==> src/rtl/ddr_pkg.sv <==
// Shared definitions for the note-sequencing path: state encoding,
// arrow lane bit positions and default ROM geometry.
package ddr_pkg;

  localparam int DEF_ADDR_WIDTH = 6;
  localparam int DEF_DATA_WIDTH = 4;

  // One bit per arrow lane inside a note word
  localparam int LANE_LEFT  = 0;
  localparam int LANE_DOWN  = 1;
  localparam int LANE_UP    = 2;
  localparam int LANE_RIGHT = 3;

  typedef enum logic [2:0] {
    ST_IDLE   = 3'd0,
    ST_LOAD   = 3'd1,
    ST_PLAY   = 3'd2,
    ST_PAUSED = 3'd3,
    ST_DONE   = 3'd4
  } seq_state_e;

endpackage

==> src/rtl/level_mux.sv <==
// Combinational selection of one level's note out of the flattened
// ROM data bus. An index with no ROM behind it yields an all-zero note.
module level_mux
  import ddr_pkg::*;
#(
  parameter int NUM_LEVELS = 4,
  parameter int LEVEL_W    = 2,
  parameter int DATA_WIDTH = DEF_DATA_WIDTH
) (
  input  logic [NUM_LEVELS*DATA_WIDTH-1:0] rom_data,
  input  logic [LEVEL_W-1:0]               level_sel,
  output logic [DATA_WIDTH-1:0]            note_sel
);

  logic [NUM_LEVELS-1:0][DATA_WIDTH-1:0] slices;

  for (genvar k = 0; k < NUM_LEVELS; k++) begin : g_slice
    assign slices[k] = rom_data[k*DATA_WIDTH +: DATA_WIDTH];
  end

  // Compare against every real level so out-of-range indices fall through to 0
  always_comb begin
    note_sel = '0;
    for (int k = 0; k < NUM_LEVELS; k++) begin
      if (level_sel == LEVEL_W'(k)) note_sel = slices[k];
    end
  end

endmodule

==> src/rtl/level_sequencer.sv <==
// Level sequencer: picks one of NUM_LEVELS note ROMs, drives the shared
// ROM address and emits one note per accepted beat_tick.
// Optional build macro LEVEL_SEQ_LOOP_EN: the song wraps to address 0
// at its end instead of stopping in DONE.
module level_sequencer
  import ddr_pkg::*;
#(
  parameter int NUM_LEVELS = 4,
  parameter int LEVEL_W    = 2,
  parameter int ADDR_WIDTH = DEF_ADDR_WIDTH,
  parameter int DATA_WIDTH = DEF_DATA_WIDTH,
  parameter int SONG_LEN   = 64
) (
  input  logic                             clk,
  input  logic                             rst,
  input  logic                             start,
  input  logic                             abort,
  input  logic                             pause,
  input  logic [LEVEL_W-1:0]               level_num,
  input  logic                             beat_tick,
  output logic [ADDR_WIDTH-1:0]            rom_addr,
  input  logic [NUM_LEVELS*DATA_WIDTH-1:0] rom_data,
  output logic [DATA_WIDTH-1:0]            note,
  output logic                             note_valid,
  output logic                             busy,
  output logic                             done,
  output logic [LEVEL_W-1:0]               level_q
);

  seq_state_e state, state_nx;
  logic       take_start, take_tick, last;
  // [0]: tick accepted last edge (ROM data settles), [1]: note strobe
  logic [1:0] vld_pipe;
  logic [DATA_WIDTH-1:0] note_sel;
  logic [LEVEL_W-1:0]    level_clamp;

  level_mux #(
    .NUM_LEVELS(NUM_LEVELS),
    .LEVEL_W   (LEVEL_W),
    .DATA_WIDTH(DATA_WIDTH)
  ) u_mux (
    .rom_data (rom_data),
    .level_sel(level_q),
    .note_sel (note_sel)
  );

  assign last        = (rom_addr == ADDR_WIDTH'(SONG_LEN - 1));
  assign level_clamp = (int'(level_num) < NUM_LEVELS) ? level_num : '0;
  assign note_valid  = vld_pipe[1];
  assign busy        = (state == ST_LOAD) || (state == ST_PLAY) || (state == ST_PAUSED);
  assign done        = (state == ST_DONE);

  // State register
  always_ff @(posedge clk) begin
    if (rst) state <= ST_IDLE;
    else     state <= state_nx;
  end

  // Next state and accept strobes; abort beats start beats pause beats tick
  always_comb begin
    state_nx   = state;
    take_start = 1'b0;
    take_tick  = 1'b0;
    if (abort) begin
      state_nx = ST_IDLE;
    end else begin
      case (state)
        ST_IDLE, ST_DONE: if (start) begin
          state_nx   = ST_LOAD;
          take_start = 1'b1;
        end
        ST_LOAD: state_nx = ST_PLAY;
        ST_PLAY: begin
          if (pause) begin
            state_nx = ST_PAUSED;
          end else if (beat_tick) begin
            take_tick = 1'b1;
`ifndef LEVEL_SEQ_LOOP_EN
            if (last) state_nx = ST_DONE;
`endif
          end
        end
        ST_PAUSED: if (!pause) state_nx = ST_PLAY;
        default: state_nx = ST_IDLE;
      endcase
    end
  end

  // Address counter, level latch and note register; the note is captured
  // one edge after its tick, when the ROM output for that address is valid
  always_ff @(posedge clk) begin
    if (rst) begin
      rom_addr <= '0;
      note     <= '0;
      vld_pipe <= '0;
      level_q  <= '0;
    end else if (abort) begin
      rom_addr <= '0;
      note     <= '0;
      vld_pipe <= '0;
    end else begin
      vld_pipe <= {vld_pipe[0], take_tick};
      if (vld_pipe[0]) note <= note_sel;
      if (take_start) begin
        rom_addr <= '0;
        level_q  <= level_clamp;
      end else if (take_tick) begin
`ifdef LEVEL_SEQ_LOOP_EN
        rom_addr <= last ? '0 : rom_addr + 1'b1;
`else
        if (!last) rom_addr <= rom_addr + 1'b1;
`endif
      end
    end
  end

endmodule

==> config.mk <==
export PLATFORM = sky130hd
export DESIGN_NAME = level_sequencer
export DESIGN_NICKNAME = d
export VERILOG_FILES = /design/src/rtl/ddr_pkg.sv /design/src/rtl/level_mux.sv /design/src/rtl/level_sequencer.sv
export SDC_FILE = /design/constraint.sdc
export NUM_CORES = 1
export LEC_CHECK = 0
export ABC_AREA = 1
export CORE_MARGIN = 3
export CORE_UTILIZATION = 35
export DETAILED_ROUTE_END_ITERATION = 8
export PLACE_DENSITY = 0.68
export SETUP_SLACK_MARGIN = 0.3
export SLEW_MARGIN = 10
export SYNTH_ARGS = -nofsm -noshare
export SYNTH_HDL_FRONTEND = slang
export SYNTH_SLANG_ARGS = --single-unit
==> constraint.sdc <==
create_clock -name clk -period 3 [get_ports clk]
set_clock_uncertainty 0.1 [all_clocks]
set_input_delay 0.3 -clock clk [delete_from_list [all_inputs] [get_ports clk]]
set_output_delay 0.3 -clock clk [all_outputs]
set_load 0.02 [all_outputs]
== Word-level counts from Yosys, hierarchy flattened ==
Index checks and enable logic that the tools add are counted.

* Flip-flop bits (word level): 17
* Bits of input ports: 24
* Output and inout bits: 15
* Logic and storage cells: 47

* $add $sub $neg: 1
* Equality and inequality tests: 12
* Mux-type cells: 17
* Bitwise gates (word level): 2
* Reduce and logical (&&, ||, !) cells: 10

{| class="wikitable"
|+ Operators with widths
! cell !! number
|-
| $mux 4 || 4
|-
| $mux 3 || 5
|-
| $pmux 3 s4 || 1
|-
| $mux 1 || 7
|-
| $add 6x1->6 const B || 1
|-
| $eq 3x2->1 const B || 2
|-
| $eq 6x6->1 const B || 1
|-
| $ne 3x3->1 const B || 2
|-
| $eq 2x2->1 const B || 2
|-
| $ne 2x2->1 const B || 2
|-
| $reduce_and 2->1 || 2
|-
| $reduce_and 4->1 || 1
|-
| $reduce_or 2->1 || 2
|-
| $eq 3x1->1 const B || 1
|-
| $eq 3x3->1 const B || 1
|-
| $logic_not 3->1 || 1
|-
| $reduce_or 3->1 || 1
|-
| $eq 2x1->1 const B || 1
|-
| $logic_not 2->1 || 1
|-
| $logic_or 1x1->1 || 2
|-
| $not 1->1 || 2
|}

== Logic depth before layout (Yosys ltp) ==
Gate-level depths: netlist of the first run.

* Depth in word-level cells: 5
* Mapped depth: 8
* Depth with buffers taken out: 8

== Modules after synthesis ==
A second synthesis of the first run with hierarchy kept.

* Cells, all modules: 136
* Area total of the unflattened synthesis: 964.7 µm²

{| class="wikitable"
|+ By module, submodules not included
! module !! times used !! cells each !! area each (µm²) !! sequential area each (µm²)
|-
| level_sequencer || 1 || 111 || 823.3 || 340.3
|-
| level_mux || 1 || 25 || 141.4 || 0.0
|}

== Worst setup path before layout of the first run ==
No wires, ideal clock.

* Path kind: flip-flop to flip-flop
* From: reg rom_addr[0]
* To: reg rom_addr[1]
* Setup time: 116 ps
* Arrival: 1175 ps
* Required time: 2784 ps
* Path slack: 1609 ps
* Stages on the path, launching flop included: 9
* Buffers on the path: 0
* Clock period less this slack: 1391 ps
* Cells stage by stage: dfxtp_1 -> ha_1 -> nand2_1 -> inv_1 -> nand2_1 -> inv_1 -> nor2_4 -> nor2_1 -> nor2_1

* Cells in the longest elaborated chain, start to end: 3
* Elaborated cells on any way between the ends: 4
* Classes of those cells: add/sub (1); eq/ne (1); bitwise (1); reduce/logical (1)

{| class="wikitable"
|+ Ends and longest elaborated chain
! what !! RTL line !! text
|-
| start, declared || level_sequencer.sv:21 || <nowiki>output logic [ADDR_WIDTH-1:0] rom_addr,</nowiki>
|-
| start signal, assigned || level_sequencer.sv:111 || <nowiki>if (!last) rom_addr <= rom_addr + 1'b1;</nowiki>
|-
| parallel branches: the longest is 3 deep, another holds $add 6x1->6 || n/a ||
|}

Several ways; the timed one is not identified.
A chain may end at the register's enable or synchronous reset.

== Worst setup path after layout of the first run ==
* From: reg state[2]
* To: out done

* Cells in the longest elaborated chain, start to end: 1

{| class="wikitable"
|+ Ends and longest elaborated chain
! what !! RTL line !! text
|-
| start, declared || level_sequencer.sv:30 || <nowiki>seq_state_e state, state_nx;</nowiki>
|-
| start signal, assigned || level_sequencer.sv:56 || <nowiki>else state <= state_nx;</nowiki>
|-
| $eq 3x3->1 || level_sequencer.sv:51 || <nowiki>assign done = (state == ST_DONE);</nowiki>
|-
| end, declared || level_sequencer.sv:26 || <nowiki>output logic done,</nowiki>
|}

No other way between the ends.

==> results.ini, run 1 <==
[status]
status = complete, no violations

[logic_synthesis]
async_flop_share_pct = 0
yosys-top-cells-count = 36 x nand2_1, 19 x inv_1, 17 x dfxtp_1
syn_area_um2 = 913.4
synth-edff-count = 0
synth-seq-cells = 17
yosysWarnings = 0
netlist_instances = 139
yosys.cell_count.top_type = nand2_1
yosysTopAreaCell = dfxtp_1
synth_cell_type_count = 20
synth.top_cell.area_share_pct = 37.26
synth_fp_nets = 164
ys_seq_area_share_pct = 37.26
synthTopCellsByArea = dfxtp_1 37%, nand2_1 15%, inv_1 7.8%
synthFlopType = dfxtp_1
avgSynthCellArea_um2 = 6.571

[flow_run]
maxCapViolations = 0

[worst_setup_path]
crit_buf_inv = 2
cpLargestDelayFamily = buffers and inverters
r2r_start = rom_addr[0]
worst-setup-path-type = reg2out
crit_path_start_kind = flop
endpoint_kind = output port
r2r_end = rom_addr[5]
cp_num_cells = 3
r2r_slack_ps = 1580
max_stage_delay_ps = 630
crit_fanout = 4
critical_path.cell_chain = inv_1 > nor3_1 > clkdlybuf4s50_1
crit_required_ps = 2600
cp_slowest_cell = clkdlybuf4s50_1
critical_path_arrival_ps = 1520
reg2regPathDepth = 8

[global_route]
grt_pass1_wl_um = 4105
grt_overflow = 0
grt_pass1_vias = 963
grt_start_max_net_pins = 10
gr-usage-all-layers_pct = 15.46
grt_antenna_before_repair = 0

[sta]
setup_tns_ps = 0
slew_headroom_pct = 80.56
finalCriticalPeriod_ps = 1916
worst_slack_ps = 1084
setup_viol = 0
fmax_mhz = 522.0
hold_violations = 0
drv_slew = 0
tightest_slew_ps = 291.1
finalCritPeriodShare_pct = 63.86
rsz0062_at_grt = false

[final_layout]
fin_nets = 207
fin_util_pct = 57.91
drive_gt1_share_pct = 5.525
antenna_cells = 0
fin_cells = 209
syn2layout_area_growth_pct = 48.36

[placed_design]
dp.cells = 205
dp_slack_ps = 1248
dp_hpwl_um = 1984
gp_congestion = 0.7874
io_buffers = 38

[die]
initial_core_util_pct = 39.04
die_w_um = 57.09
die_area_mm2 = 0.003259
ios = 39
die_y_um = 57.09
core_area_mm2 = 0.002340
rows = 17

[pwr]
total_power_uw = 452.4
ir_drop_v = 0.0001845
power_frac_seq_pct = 52.6
p_sw_uw = 120.6
p_leak_uw = 0.0005423
internal_power_uw = 331.7
switching_share_pct = 26.67
clock_power_share_pct = 26.4
combPwrFrac_pct = 21.0
power_per_cell_area_mw_per_mm2 = 333.8

[route]
drt_iter0_markers = 25
drc = 0
routed_wl_um = 2410
firstDrtPassIters = 4
vias = 1031
routedWlPerCell_um = 11.53
vias_per_cell = 4.933
ant_nets = 0

[clock_tree]
root_buffer = clkbuf_4
post-cts-setup-buffers = 0
cts_sinks = 17
cts-buffers-inserted = 3
hold_buffers = 0
post_cts_resized = 0
htreeDepth = 1
clockBufferDepth = 2
clock_latency_ps = 280
path_clk_slew_ps = 100
cts_tree = yes

[worst_hold_path]
hold_start = note[3]
hold_depth = 2
whs_endpoint = note[3]
hp-class = reg2reg

-- layer usage --
metal  vias up  track usage (%)  routed length [um]
met2        30            24.96                1103
met5         -                0                   0
met1       465            21.60                1160
li1        534                -                   -
met4         0            3.974                   6
met3         2            2.262                 139
-- area by class of cell --
type	count	area (um2)
fill	236	984.7
multi-input combinational	102	498.0
timing repair buffer	38	380.4
sequential	17	340.3
inverter	20	75.07
tap	28	35.03
clock buffer	4	26.28
-- worst max-delay path by stage --
stage,from,end
global route,state[1],busy
global placement,rst,rom_addr[5]
CTS,state[2],done
detailed placement,rst,rom_addr[0]
finish,state[2],done
floorplan,rom_addr[0],rom_addr[1]
-- kinds of logic (layout without fill, tap and decap cells) --
logic type / count (synthesis) / after routing / share of synthesized area (%)
xor+xnor: 1 / 1 / 0.9591
buf+inv: 20 / 62 / 8.219
compound gates: 28 / 28 / 16.44
fa+ha+maj: 1 / 1 / 1.370
flops: 17 / 17 / 37.26
simple gates: 72 / 72 / 35.75
-- worst register-to-register path, stage by stage (launching register included) --
cell and delay, ps:
dfxtp_1 360, ha_1 220, nand2_1 100, inv_1 70
nand2_1 90, inv_1 70, nor2_4 160, nand2_1 80
a21oi_1 110
-- stage by stage --
| stage | area, um2 | hold slack [ps] |
|---|---|---|
| finish | 1355 | 382.2 |
| global route | 1355 | 402.7 |
| CTS | 1355 | 383.3 |
| detailed placement | 1329 | 368.8 |
| global placement | 1329 | 363.9 |
| floorplan | 913.4 | 272.4 |
-- state kept, by name (all words and copies together), names as in the netlist --
register,flops
rom_addr,6
note,4
state,3
level_q,2
vld_pipe,2
-- power by group through the flow --
stage               logic [uW]  registers [uW]  clock network, uW
finish                    95.0             238                119
global route               105             240                136
CTS                       95.6             238                125
detailed placement        95.2             243                  0
global placement          94.0             243                  0
floorplan                 42.7             244                  0
-- layout by cell type (no fill, tap or decap), types with 2 or more instances in the layout --
cell              n
nand2_1          36
nor2_1           13
inv_1            19
clkdlybuf4s50_1  38
nand3_1          13
o21ai_0          13
nand3b_1          2
nand2_2           2
clkbuf_4          3
dfxtp_1          17
a211oi_1          2
nor2_4            2
a21oi_1          11
(Power assumes the default switching activity.)
==> run 2, diff against run 1 <==
- PLACE_DENSITY: 0.68 -> 0.71
- clock period: 3 -> 1.73 ns (I/O delays scaled with it)
==> run 2 against run 1 <==
Total power grew 74%. First-iteration DRC count shrank 36%. Clock power grew 76%. Sequential share of layout area grew 0.27 points. Critical endpoint is now busy. Largest cell class unchanged. Largest power group unchanged. Highest routed layer unchanged.
==> results.ini, run 2 (same netlist as run 1, synthesis figures left out) <==
[pwr]
switching_share_pct = 27.08  ; +0.42 points
power_frac_seq_pct = 52.7  ; about the same
power_per_cell_area_mw_per_mm2 = 569.0  ; +70%
p_sw_uw = 213.4  ; +77%
ir_drop_v = 0.0004627  ; +150%
internal_power_uw = 574.7  ; +73%
p_leak_uw = 0.0006200  ; +14%
combPwrFrac_pct = 20.6  ; -0.4 points
total_power_uw = 788.1  ; +74%
clock_power_share_pct = 26.7  ; +0.3 points

[clock_tree]
clock_latency_ps = 290  ; about the same
clockBufferDepth = 2  ; unchanged
hold_buffers = 0  ; unchanged
cts-buffers-inserted = 3  ; unchanged
root_buffer = clkbuf_4
htreeDepth = 1  ; unchanged
cts_sinks = 17  ; unchanged
path_clk_slew_ps = 90  ; about the same
cts_tree = yes

[die]
die_area_mm2 = 0.003259  ; unchanged
die_w_um = 57.09  ; unchanged
rows = 17  ; unchanged
ios = 39  ; unchanged
die_y_um = 57.09  ; unchanged
core_area_mm2 = 0.002340  ; unchanged
initial_core_util_pct = 39.04  ; unchanged

[flow_run]
maxCapViolations = 0  ; unchanged

[route]
drc = 0  ; unchanged
firstDrtPassIters = 2  ; -2
vias_per_cell = 4.829  ; -2.1%
routed_wl_um = 2431  ; +0.87%
drt_iter0_markers = 16  ; -36%
ant_nets = 0  ; unchanged
vias = 1019  ; -1.2%
routedWlPerCell_um = 11.52  ; about the same

[final_layout]
largest_reg_flops = 6  ; unchanged
fin_cells = 211  ; +0.96%
syn2layout_area_growth_pct = 51.64
fin_util_pct = 59.20  ; +1.3 points
layout_commonest_cell = nand2_1
fin_nets = 209  ; +0.97%
largest_register = rom_addr
drive_gt1_share_pct = 15.85  ; +10 points
multi_input_area_um2 = 521.8  ; +4.8%
reg.largest.list = rom_addr (6), note (4), state (3)
antenna_cells = 0  ; unchanged
layout_common_cells = 33 x nand2_1, 23 x clkdlybuf4s50_1, 18 x inv_1
nFillCells = 221  ; -6.4%
seqCellArea_um2 = 351.6  ; +3.3%

[worst_setup_path]
endpoint_kind = output port
cpLargestDelayFamily = flip-flops
crit_path_start_kind = flop
max_stage_delay_ps = 410  ; -220 ps
crit_required_ps = 1460  ; -1140 ps
crit_buf_inv = 1  ; -1
cp_slowest_cell = dfxtp_2
critical_path_arrival_ps = 1100  ; -420 ps
critical_path.cell_chain = nor2_4 > nor2_1 > clkdlybuf4s15_2
crit_fanout = 5  ; +1
worst-setup-path-type = reg2out

[placed_design]
io_buffers = 38  ; unchanged
dp_hpwl_um = 1936  ; -2.4%
dp.cells = 206  ; +0.49%
gp_congestion = 0.7928  ; +0.69%

[global_route]
grt_antenna_before_repair = 0  ; unchanged
gr-usage-all-layers_pct = 15.74  ; +0.28 points
grt_pass1_vias = 1023  ; +6.2%
grt_use_met1_pct = 18.98  ; -2.6 points
grt_overflow = 0  ; unchanged
met2_usage_pct = 27.73  ; +2.8 points
grt_util_met3_pct = 4.525  ; +2.3 points
grt-busiest-layer = met2
grt_pass1_wl_um = 4181  ; +1.9%
grt_start_max_net_pins = 10  ; unchanged

[worst_hold_path]
hp-class = in2reg

[sta]
finalCriticalPeriod_ps = 1371
setup_tns_ps = 0  ; unchanged
fmax_mhz = 729.6
tightest_slew_ps = 264.6  ; -26.59 ps
hold_violations = 0  ; unchanged
rsz0062_at_grt = false
slew_headroom_pct = 82.30  ; +1.7 points
finalCritPeriodShare_pct = 79.22
drv_slew = 0  ; unchanged
setup_viol = 0  ; unchanged

[status]
status = complete, no violations

[run 2: cell types whose count changed in the layout (fill, tap and decap cells not counted), sizes merged]
cell	delta
buf	+2
clkbuf	+1
clkdlybuf4s15	+1
clkdlybuf4s50	-15
dlygate4sd2	+13
[run 2: power groups by stage]
stage / clock [uW] / sequential (uW) / combinational [uW]
detailed placement: 0 / 422 / 164
CTS: 218 / 415 / 162
floorplan: 0 / 423 / 74.0
finish: 210 / 415 / 163
global route: 241 / 417 / 181
global placement: 0 / 421 / 163
[run 2: cell type report]
cell class / instances / share of cell area [%]
Multi-Input combinational cell: 102 / 37.67
Timing Repair Buffer: 40 / 27.10
Sequential cell: 17 / 25.38
Inverter: 20 / 5.420
Tap cell: 28 / 2.529
Clock buffer: 4 / 1.897
[run 2: metrics by stage]
stage / hold slack (ps) / cell area (um2) / setup slack (ps)
after floorplan: 145.4 / 913.4 / 339.1
after global routing: 364.7 / 1385 / 292.9
after detailed placement: 375.2 / 1336 / 220.5
after global placement: 370.9 / 1336 / 202.4
after CTS: 356.0 / 1354 / 186.9
final: 361.9 / 1385 / 359.5
[run 2: per-layer routing]
metal	wire length, um	up-vias
met3	89	2
met5	0	-
met1	1090	454
met2	1238	19
met4	12	0
li1	-	544
[run 2: path summary, 6_finish.rpt]
path,start,endpoint,slack [ps],cells after the start
setup / recovery,state[1],busy,360,3
hold reg to reg,note[3],note[3],390,2
hold / removal,level_num[1],level_q[1],360,3
setup reg to reg,rom_addr[0],rom_addr[0],400,8
[run 2: timing repair]
item,in CTS,in global routing
cloned,0,0
buffers inserted,0,1
gates resized for setup,22,16
setup endpoints to repair,15,11
pin swaps,0,2
[run 2: worst register-to-register path, stage by stage, from the launching register on]
cell and delay [ps]:
dfxtp_4 360, ha_2 190, nand2_2 80, inv_1 70, nand2_2 80, inv_1 60
nor2_4 130, nand2_1 80, a21oi_2 110
